==> src/rtl/legup_mutex_bank.sv <==
// Bank of NUM_MUTEX recursive mutexes with optional lease auto-release behind one Avalon-MM slave.
// Writes commit at the clock edge (1-cycle latency); reads are combinational; waitrequest is never asserted.
module legup_mutex_bank #(
   parameter int NUM_MUTEX    = 4,
   parameter int ID_WIDTH     = 16,
   parameter int COUNT_WIDTH  = 4,
   parameter int LEASE_CYCLES = 0,
   parameter int ADDR_WIDTH   = $clog2(NUM_MUTEX) + 2
) (
   input  logic                  csi_clockreset_clk,
   input  logic                  csi_clockreset_reset_n,
   input  logic [ADDR_WIDTH-1:0] avs_s1_address,
   input  logic                  avs_s1_read,
   input  logic                  avs_s1_write,
   input  logic [31:0]           avs_s1_writedata,
   output logic [31:0]           avs_s1_readdata,
   output logic                  avs_s1_waitrequest
);

   localparam int LEASE_W = (LEASE_CYCLES > 0) ? $clog2(LEASE_CYCLES + 1) : 1;
   localparam logic [LEASE_W-1:0]     LEASE_RELOAD = LEASE_W'(LEASE_CYCLES);
   localparam logic [COUNT_WIDTH-1:0] COUNT_MAX    = '1;
   localparam logic [COUNT_WIDTH-1:0] COUNT_ONE    = COUNT_WIDTH'(1);

   logic                   locked_q  [NUM_MUTEX];
   logic                   locked_d  [NUM_MUTEX];
   logic [ID_WIDTH-1:0]    owner_q   [NUM_MUTEX];
   logic [ID_WIDTH-1:0]    owner_d   [NUM_MUTEX];
   logic [COUNT_WIDTH-1:0] count_q   [NUM_MUTEX];
   logic [COUNT_WIDTH-1:0] count_d   [NUM_MUTEX];
   logic                   expired_q [NUM_MUTEX];
   logic                   expired_d [NUM_MUTEX];
   logic [LEASE_W-1:0]     lease_q   [NUM_MUTEX];
   logic [LEASE_W-1:0]     lease_d   [NUM_MUTEX];
   logic                   result_q;
   logic                   result_d;

   logic [31:0]          idx;
   logic [1:0]           offset;
   logic [ID_WIDTH-1:0]  req;
   logic                 in_range;
   logic                 owner_hit;
   logic                 unused_wdata;

   assign idx          = 32'(avs_s1_address >> 2);
   assign offset       = avs_s1_address[1:0];
   assign req          = avs_s1_writedata[ID_WIDTH-1:0];
   assign in_range     = (idx < 32'(NUM_MUTEX));
   assign unused_wdata = ^avs_s1_writedata[31:ID_WIDTH];

   assign avs_s1_waitrequest = 1'b0;

   always_comb begin
      result_d  = result_q;
      owner_hit = 1'b0;
      for (int i = 0; i < NUM_MUTEX; i++) begin
         locked_d[i]  = locked_q[i];
         owner_d[i]   = owner_q[i];
         count_d[i]   = count_q[i];
         expired_d[i] = expired_q[i];
         lease_d[i]   = lease_q[i];
         // Lease ticks first; a successful owner op or force below overrides it.
         if (LEASE_CYCLES > 0 && locked_q[i]) begin
            if (lease_q[i] == LEASE_W'(1)) begin
               locked_d[i]  = 1'b0;
               owner_d[i]   = '0;
               count_d[i]   = '0;
               expired_d[i] = 1'b1;
               lease_d[i]   = '0;
            end else begin
               lease_d[i] = lease_q[i] - LEASE_W'(1);
            end
         end
      end
      if (avs_s1_write) begin
         if (!in_range) begin
            result_d = 1'b0;
         end else begin
            for (int i = 0; i < NUM_MUTEX; i++) begin
               if (idx == 32'(i)) begin
                  owner_hit = locked_q[i] && (owner_q[i] == req);
                  case (offset)
                     2'd0: begin
                        if (!locked_q[i]) begin
                           locked_d[i]  = 1'b1;
                           owner_d[i]   = req;
                           count_d[i]   = COUNT_ONE;
                           expired_d[i] = 1'b0;
                           lease_d[i]   = LEASE_RELOAD;
                           result_d     = 1'b1;
                        end else if (owner_hit && count_q[i] != COUNT_MAX) begin
                           locked_d[i]  = 1'b1;
                           owner_d[i]   = owner_q[i];
                           count_d[i]   = count_q[i] + COUNT_ONE;
                           expired_d[i] = expired_q[i];
                           lease_d[i]   = LEASE_RELOAD;
                           result_d     = 1'b1;
                        end else begin
                           result_d = 1'b0;
                        end
                     end
                     2'd1: begin
                        if (owner_hit) begin
                           result_d     = 1'b1;
                           expired_d[i] = expired_q[i];
                           if (count_q[i] != COUNT_ONE) begin
                              locked_d[i] = 1'b1;
                              owner_d[i]  = owner_q[i];
                              count_d[i]  = count_q[i] - COUNT_ONE;
                              lease_d[i]  = LEASE_RELOAD;
                           end else begin
                              locked_d[i] = 1'b0;
                              owner_d[i]  = '0;
                              count_d[i]  = '0;
                              lease_d[i]  = '0;
                           end
                        end else begin
                           result_d = 1'b0;
                        end
                     end
                     2'd3: begin
                        result_d     = locked_q[i];
                        locked_d[i]  = 1'b0;
                        owner_d[i]   = '0;
                        count_d[i]   = '0;
                        expired_d[i] = 1'b0;
                        lease_d[i]   = '0;
                     end
                     default: ;
                  endcase
               end
            end
         end
      end
   end

   always_comb begin
      avs_s1_readdata = '0;
      if (avs_s1_read && in_range) begin
         for (int i = 0; i < NUM_MUTEX; i++) begin
            if (idx == 32'(i)) begin
               case (offset)
                  2'd0:    avs_s1_readdata = {31'b0, result_q};
                  2'd1:    avs_s1_readdata = 32'(owner_q[i]);
                  2'd2:    avs_s1_readdata = {locked_q[i], expired_q[i], 6'(count_q[i]), 24'(owner_q[i])};
                  default: avs_s1_readdata = '0;
               endcase
            end
         end
      end
   end

   always_ff @(posedge csi_clockreset_clk) begin
      if (!csi_clockreset_reset_n) begin
         result_q <= 1'b0;
         for (int i = 0; i < NUM_MUTEX; i++) begin
            locked_q[i]  <= 1'b0;
            owner_q[i]   <= '0;
            count_q[i]   <= '0;
            expired_q[i] <= 1'b0;
            lease_q[i]   <= '0;
         end
      end else begin
         result_q <= result_d;
         for (int i = 0; i < NUM_MUTEX; i++) begin
            locked_q[i]  <= locked_d[i];
            owner_q[i]   <= owner_d[i];
            count_q[i]   <= count_d[i];
            expired_q[i] <= expired_d[i];
            lease_q[i]   <= lease_d[i];
         end
      end
   end

endmodule

==> config.mk <==
export PLATFORM = sky130hd
export DESIGN_NAME = legup_mutex_bank
export DESIGN_NICKNAME = d
export VERILOG_FILES = /design/src/rtl/legup_mutex_bank.sv
export SDC_FILE = /design/constraint.sdc
export NUM_CORES = 1
export LEC_CHECK = 0
export CORE_MARGIN = 4
export CORE_UTILIZATION = 55
export DETAILED_ROUTE_END_ITERATION = 8
export PLACE_DENSITY = 0.79
export SKIP_LAST_GASP = 1
export SYNTH_ARGS = -nofsm -noshare
export SYNTH_HDL_FRONTEND = slang
export SYNTH_SLANG_ARGS = --single-unit
==> constraint.sdc <==
create_clock -name csi_clockreset_clk -period 7.18 [get_ports csi_clockreset_clk]
set_input_delay 1.436 -clock csi_clockreset_clk [delete_from_list [all_inputs] [get_ports csi_clockreset_clk]]
set_output_delay 1.436 -clock csi_clockreset_clk [all_outputs]
set_load 0.01 [all_outputs]
==> flow_summary_export.csv, run 1 <==
group,metric,value,unit
cts,cts_tree,"built",
die,initial_core_util,0.561,
cts,htreeDepth,3,
timing,max_freq,0.180,GHz
power,ir_worst_vdd,0.132,mV
logic_synthesis,synth.area.top_cells,"dfxtp_1, xnor2_1, mux4_2, nand3_1, o21ai_0",
logic_synthesis,ys_seq_elements,89,
route,ant_nets,0,
global_route,grt_max_degree,82,
global_route,grt_usage,0.279,
logic_synthesis,synth_top_cell_area_share,0.273,
logic_synthesis,yosys.cell_types.count,65,
route,drc,0,
min_path,hold_depth,2,
final_layout,final_cells,865,
setup_path,start_kind,"input pin",
setup_path,r2r_slack,4.42,ns
final_layout,antenna_cells,0,
die,fp.dieH,113,um
cts,cts_setup_buffers,0,
logic_synthesis,async_reset_ff_frac,0,
logic_synthesis,netlist_instances,722,
route,drt_iter0_markers,704,
final_layout,final_nets,777,
final_layout,final_cell_mix,"dfxtp_1, nand3_1, nand2_1, xnor2_1, o21ai_0",
logic_synthesis,ys_seq_area_frac,0.303,
die,core-area,0.0108,sq mm
setup_path,path_max_fanout,15,
global_route,grt_pass1_vias,5513,
setup_path,required,5.74,ns
final_layout,syn2layout_area_growth,8.92,%
power,leakage,2.23,nW
timing,final.setup.worst_slack,1.62,ns
timing,slew_headroom,0.238,
route,vias_per_cell,6.57,
placement,dp_hpwl,12000,um
logic_synthesis,synth_edf_count,6,
route,routed_wl,17600,um
placement,gp_congestion,0.927,
timing,finalSetupViolCount,0,
timing,finClkSkew,0.0166,ns
logic_synthesis,yosys.area.top_type,"dfxtp_1",
setup_path,arrival,4.13,ns
timing,final_max_slew_viol_count,0,
cts,clock-sinks,89,
logic_synthesis,synth-main-ff-cell,"dfxtp_1",
route,routedWlPerCell,20.3,um
die,io_pins,73,
global_route,grt.overflow.total,0,
final_layout,num-fill-cells,955,
placement,place_worst_setup_slack,1.68,ns
logic_synthesis,yosysWarningCount,0,
cts,cts_root_buffer,"clkbuf_8",
flow_run,max_cap_viol_count,0,
timing,setup_tns,0,ns
cts,cts-resized-gates,0,
setup_path,worst_setup_path_end_kind,"output port",
global_route,antenna_found_initial,0,
timing,rsz0062_at_grt,"false",
final_layout,drive_gt1_frac,0.117,
placement,numPortBuffers,45,
global_route,grt_pass1_wl,28500,um
timing,layout_worst_path_cycle_share,0.775,
cts,holdBufCountCts,0,
cts,clk_pin_slew_worst_paths,0.09,ns
setup_path,reg2regPathDepth,7,
final_layout,final_common_cell,"dfxtp_1",
cts,clock_path_buffers,2,
setup_path,path_class,"input pin to output port",
timing,max_slew.worst_pin.slew,1.14,ns
die,die_area,0.0128,sq mm
placement,dp.cells,849,
cts,clock_latency,0.39,ns
route,vias,5679,
run_status,status,"finished, final reports clean",
cts,cts_buffers,9,
timing,min_period,5.56,ns
timing,hold_viol,0,
route,dr.pass1.iters,5,
logic_synthesis,syn_area_per_cell,8.43,sq um
logic_synthesis,syn_area,0.00608,sq mm
min_path,min_path_type,"flip-flop to flip-flop",
die,fp.dieW,113,um
die,rows,38,
power,p_per_area,166,mW/mm^2
==> layer usage <==
layer  routed length, um  GRT usage
met5                   0          0
met1                7300      0.368
met2                8310      0.455
met3                1450     0.0465
met4                 493      0.120
==> registers in the layout (all words and copies together), names as in the netlist <==
name	cells
count_q	16
expired_q	4
locked_q	4
owner_q	64
result_q	1
==> worst max-delay path: stages <==
cell and delay, ns:
clkdlybuf4s50_1 0.93, nor2b_1 0.49, nand2_1 0.09, o21ai_0 0.09, a22oi_1 0.11, nor3b_1 0.36
clkdlybuf4s50_1 0.62
==> report_power, final <==
| part | switching (mW) | internal, mW | leakage (nW) | total, mW |
|---|---|---|---|---|
| Clock | 0.200 | 0.208 | 0.114 | 0.409 |
| Sequential | 0.0124 | 0.508 | 0.731 | 0.520 |
| Combinational | 0.109 | 0.0634 | 1.38 | 0.172 |
| Total | 0.322 | 0.780 | 2.23 | 1.10 |
==> through the flow <==
step / util / instance area (sq um) / hold WS [ns] / total power [mW]
after floorplan: - / 6120 / 0.409 / 0.656
after global placement: 0.590 / 6400 / 0.429 / 0.695
after detailed placement: 0.590 / 6400 / 0.437 / 0.700
after CTS: 0.611 / 6630 / 0.450 / 1.10
after global routing: 0.611 / 6630 / 0.475 / 1.13
final: 0.611 / 6630 / 0.452 / 1.10
==> synthesized netlist by cell type, types with 5 or more instances <==
cell type,number
xor2_1,8
edfxtp_1,6
nor3b_1,7
dfxtp_1,83
buf_6,7
a22oi_1,5
inv_1,16
buf_4,17
a32oi_1,5
nand4_1,25
nor3_1,11
a211oi_1,5
a21oi_1,46
o21ai_2,16
buf_1,10
ha_1,17
mux4_2,18
o21ai_0,52
nor2_1,33
nand2_1,55
nand3_1,71
and3_1,20
nand2b_1,7
buf_2,16
clkbuf_1,28
xnor2_1,55
mux2i_1,5
nor4b_1,5
nor2b_1,8
nand3_2,8
==> cell families (layout without fill, tap and decap cells) <==
kind of cell / Yosys count / in the layout / synth area share
simple gates: 269 / 269 / 0.235
compound gates: 162 / 162 / 0.173
buf+inv: 95 / 88 / 0.0810
flops: 89 / 89 / 0.303
xor+xnor: 64 / 64 / 0.0934
mux: 25 / 25 / 0.0786
fa+ha+maj: 17 / 17 / 0.0350
other cells: 1 / 11 / 0.000616
==> final timing paths <==
check,from,end
hold / removal,expired_q[3]$_DFF_P_,expired_q[3]$_DFF_P_
hold reg to reg,expired_q[3]$_DFF_P_,expired_q[3]$_DFF_P_
setup / recovery,avs_s1_address[2],avs_s1_readdata[2]
setup reg to reg,owner_q[0][3]$_SDFFE_PN0P_,owner_q[0][11]$_SDFFE_PN0P_
==> area by class of cell <==
class                           count  area (sq um)  share of cell area
Clock inverter                      5          86.3              0.0130
Multi-Input combinational cell    548          3800               0.573
Timing Repair Buffer               55           520              0.0785
Clock buffer                       11           141              0.0213
Inverter                           17          63.8             0.00963
Sequential cell                    89          1840               0.278
Tap cell                          140           175              0.0264
Note: power is estimated with default switching activity, not from simulation.
==> inputs of run 2 (changes only) <==
clock period = 5.4 ns   (was 7.18 ns; I/O delays follow)
==> run 2 against run 1 <==
  * Via count is 1.4% lower
  * Count of clock-buffer cells in the layout is 1 higher
  * Cell count is 0.46% higher
  * Critical path type unchanged
  * Largest power group unchanged
==> flow_summary_export.csv, run 2 (synthesized netlist as in run 1, its figures left out) <==
group,metric,value,unit
run_status,status,"finished, final reports clean",
final_layout,final_common_cell,"dfxtp_1",
timing,hold_viol,0,
global_route,grt_pass1_vias,5323,
global_route,antenna_found_initial,0,
cts,cts_tree,"built",
timing,min_period,4.61,ns
setup_path,crit_family,"buffers and inverters",
setup_path,crit_path_max_incr_delay,0.62,ns
cts,htreeDepth,3,
final_layout,final_cell_mix,"dfxtp_1, nand3_1, nand2_1, xnor2_1, o21ai_0",
timing,setup_tns,0,ns
timing,finClkSkew,0.0103,ns
cts,clock_path_buffers,2,
setup_path,path_class,"input pin to output port",
setup_path,r2r_slack,2.58,ns
power,ir_worst_vdd,0.171,mV
min_path,hold_end,"expired_q[3]$_DFF_P_",
final_layout,regArea,0.00184,sq mm
setup_path,required,4.32,ns
setup_path,r2r-start,"owner_q[0][3]$_SDFFE_PN0P_",
final_layout,final_nets,781,
route,vias,5602,
die,io_pins,73,
route,routed_wl,17500,um
setup_path,worst_setup_path_end_kind,"output port",
min_path,hold_depth,2,
setup_path,rr_endpoint,"owner_q[0][0]$_SDFFE_PN0P_",
cts,holdBufCountCts,0,
placement,dp_hpwl,11800,um
final_layout,multi_input_area,0.00380,sq mm
cts,cts_root_buffer,"clkbuf_8",
cts,clock-sinks,89,
setup_path,arrival,3.53,ns
route,vias_per_cell,6.45,
route,drc,0,
timing,max_slew.worst_pin.slew,1.12,ns
setup_path,crit_chain,"clkdlybuf4s50_1, ha_1, buf_4, nor2_1, buf_4, nand2_1, nand2_1, a22oi_1, nor3b_1, clkdlybuf4s50_1",
setup_path,start_kind,"input pin",
route,drt_iter0_markers,649,
final_layout,final_cells,869,
global_route,grt_pass1_wl,28200,um
timing,max_freq,0.217,GHz
setup_path,path_buf_inv,4,
route,dr.pass1.iters,5,
die,fp.dieH,113,um
final_layout,regMostFlops,"owner_q",
die,core-area,0.0108,sq mm
route,routedWlPerCell,20.1,um
die,rows,38,
timing,slew_headroom,0.250,
final_layout,top_regs,"owner_q x64, count_q x16",
global_route,grt_max_degree,54,
setup_path,slowest_stage,"clkdlybuf4s50_1",
die,initial_core_util,0.561,
setup_path,path_max_fanout,23,
min_path,worstHoldStart,"expired_q[3]$_DFF_P_",
timing,final_max_slew_viol_count,0,
timing,worst_hold_slack,0.453,ns
route,ant_nets,0,
timing,finalSetupViolCount,0,
min_path,min_path_type,"flip-flop to flip-flop",
final_layout,num-fill-cells,926,
flow_run,max_cap_viol_count,0,
power,p_per_area,219,mW/mm^2
die,fp.dieW,113,um
cts,cts_setup_buffers,0,
final_layout,final_area,0.00666,sq mm
global_route,grt_usage,0.276,
placement,placed_area,0.00643,sq mm
cts,cts-resized-gates,0,
die,die_area,0.0128,sq mm
global_route,grt.overflow.total,0,
power,leakage,2.25,nW
timing,rsz0062_at_grt,"false",
timing,layout_worst_path_cycle_share,0.854,
cts,cts_buffers,9,
final_layout,largest_reg_flops,64,
final_layout,antenna_cells,0,
placement,numPortBuffers,45,
setup_path,reg2regPathDepth,7,
placement,gp_congestion,0.896,
placement,dp.cells,853,
cts,clock_latency,0.38,ns
cts,clk_pin_slew_worst_paths,0.09,ns
final_layout,syn2layout_area_growth,9.50,%
final_layout,drive_gt1_frac,0.123,
-- run 2: cell count changes in the layout (fill, tap and decap cells not counted) --
cell | previous run | this run
bufinv_16 | 2 | 1
clkbuf_8 | 10 | 11
clkbuf_16 | 0 | 1
clkbuf_1 | 1 | 0
buf_4 | 10 | 14
-- run 2: how the worst max path moves through the flow --
| stage | from | to | slack, ns | depth (start not counted) |
|---|---|---|---|---|
| after floorplan | avs_s1_address[1] | avs_s1_readdata[4] | 1.77 | 10 |
| after detailed placement | avs_s1_address[1] | avs_s1_readdata[2] | 0.83 | 10 |
| final | avs_s1_address[1] | avs_s1_readdata[2] | 0.79 | 10 |
| after global routing | avs_s1_address[1] | avs_s1_readdata[2] | 0.66 | 10 |
| after global placement | avs_s1_address[1] | avs_s1_readdata[2] | 0.87 | 10 |
| after CTS | avs_s1_address[1] | avs_s1_readdata[2] | 0.80 | 10 |
-- run 2: stage by stage --
| step | util | power [mW] | setup slack [ns] |
|---|---|---|---|
| after floorplan | - | 0.872 | 1.77 |
| after global placement | 0.593 | 0.927 | 0.875 |
| after detailed placement | 0.593 | 0.933 | 0.834 |
| after CTS | 0.615 | 1.46 | 0.798 |
| after global routing | 0.615 | 1.51 | 0.662 |
| final | 0.615 | 1.46 | 0.789 |
-- run 2: cell type report --
cell class	instances	area share
multi-input combinational	548	0.570
sequential	89	0.276
timing repair buffer	59	0.0826
clock buffer	12	0.0265
tap	140	0.0263
inverter	17	0.00958
clock inverter	4	0.00845
-- run 2: per-layer routing --
metal	track usage	share of wire	vias to the layer above
met5	0	0	-
met4	0.0857	0.021	0
met3	0.0684	0.094	32
met2	0.434	0.47	319
met1	0.374	0.42	2666
li1	-	-	2585
-- run 2: worst reg2reg max path, stage by stage, from the launching register on --
cell and delay (ns):
dfxtp_1 0.35, xnor2_1 0.33, nand4_1 0.14, nor3_1 0.54
nand2_1 0.14, a211o_1 0.75, nand3_1 0.30, o21ai_0 0.12
-- run 2: power by group --
group,internal (mW),leakage (nW),switching (mW)
Combinational,0.0857,1.40,0.146
Clock,0.271,0.118,0.263
Sequential,0.675,0.731,0.0167
Total,1.03,2.25,0.426
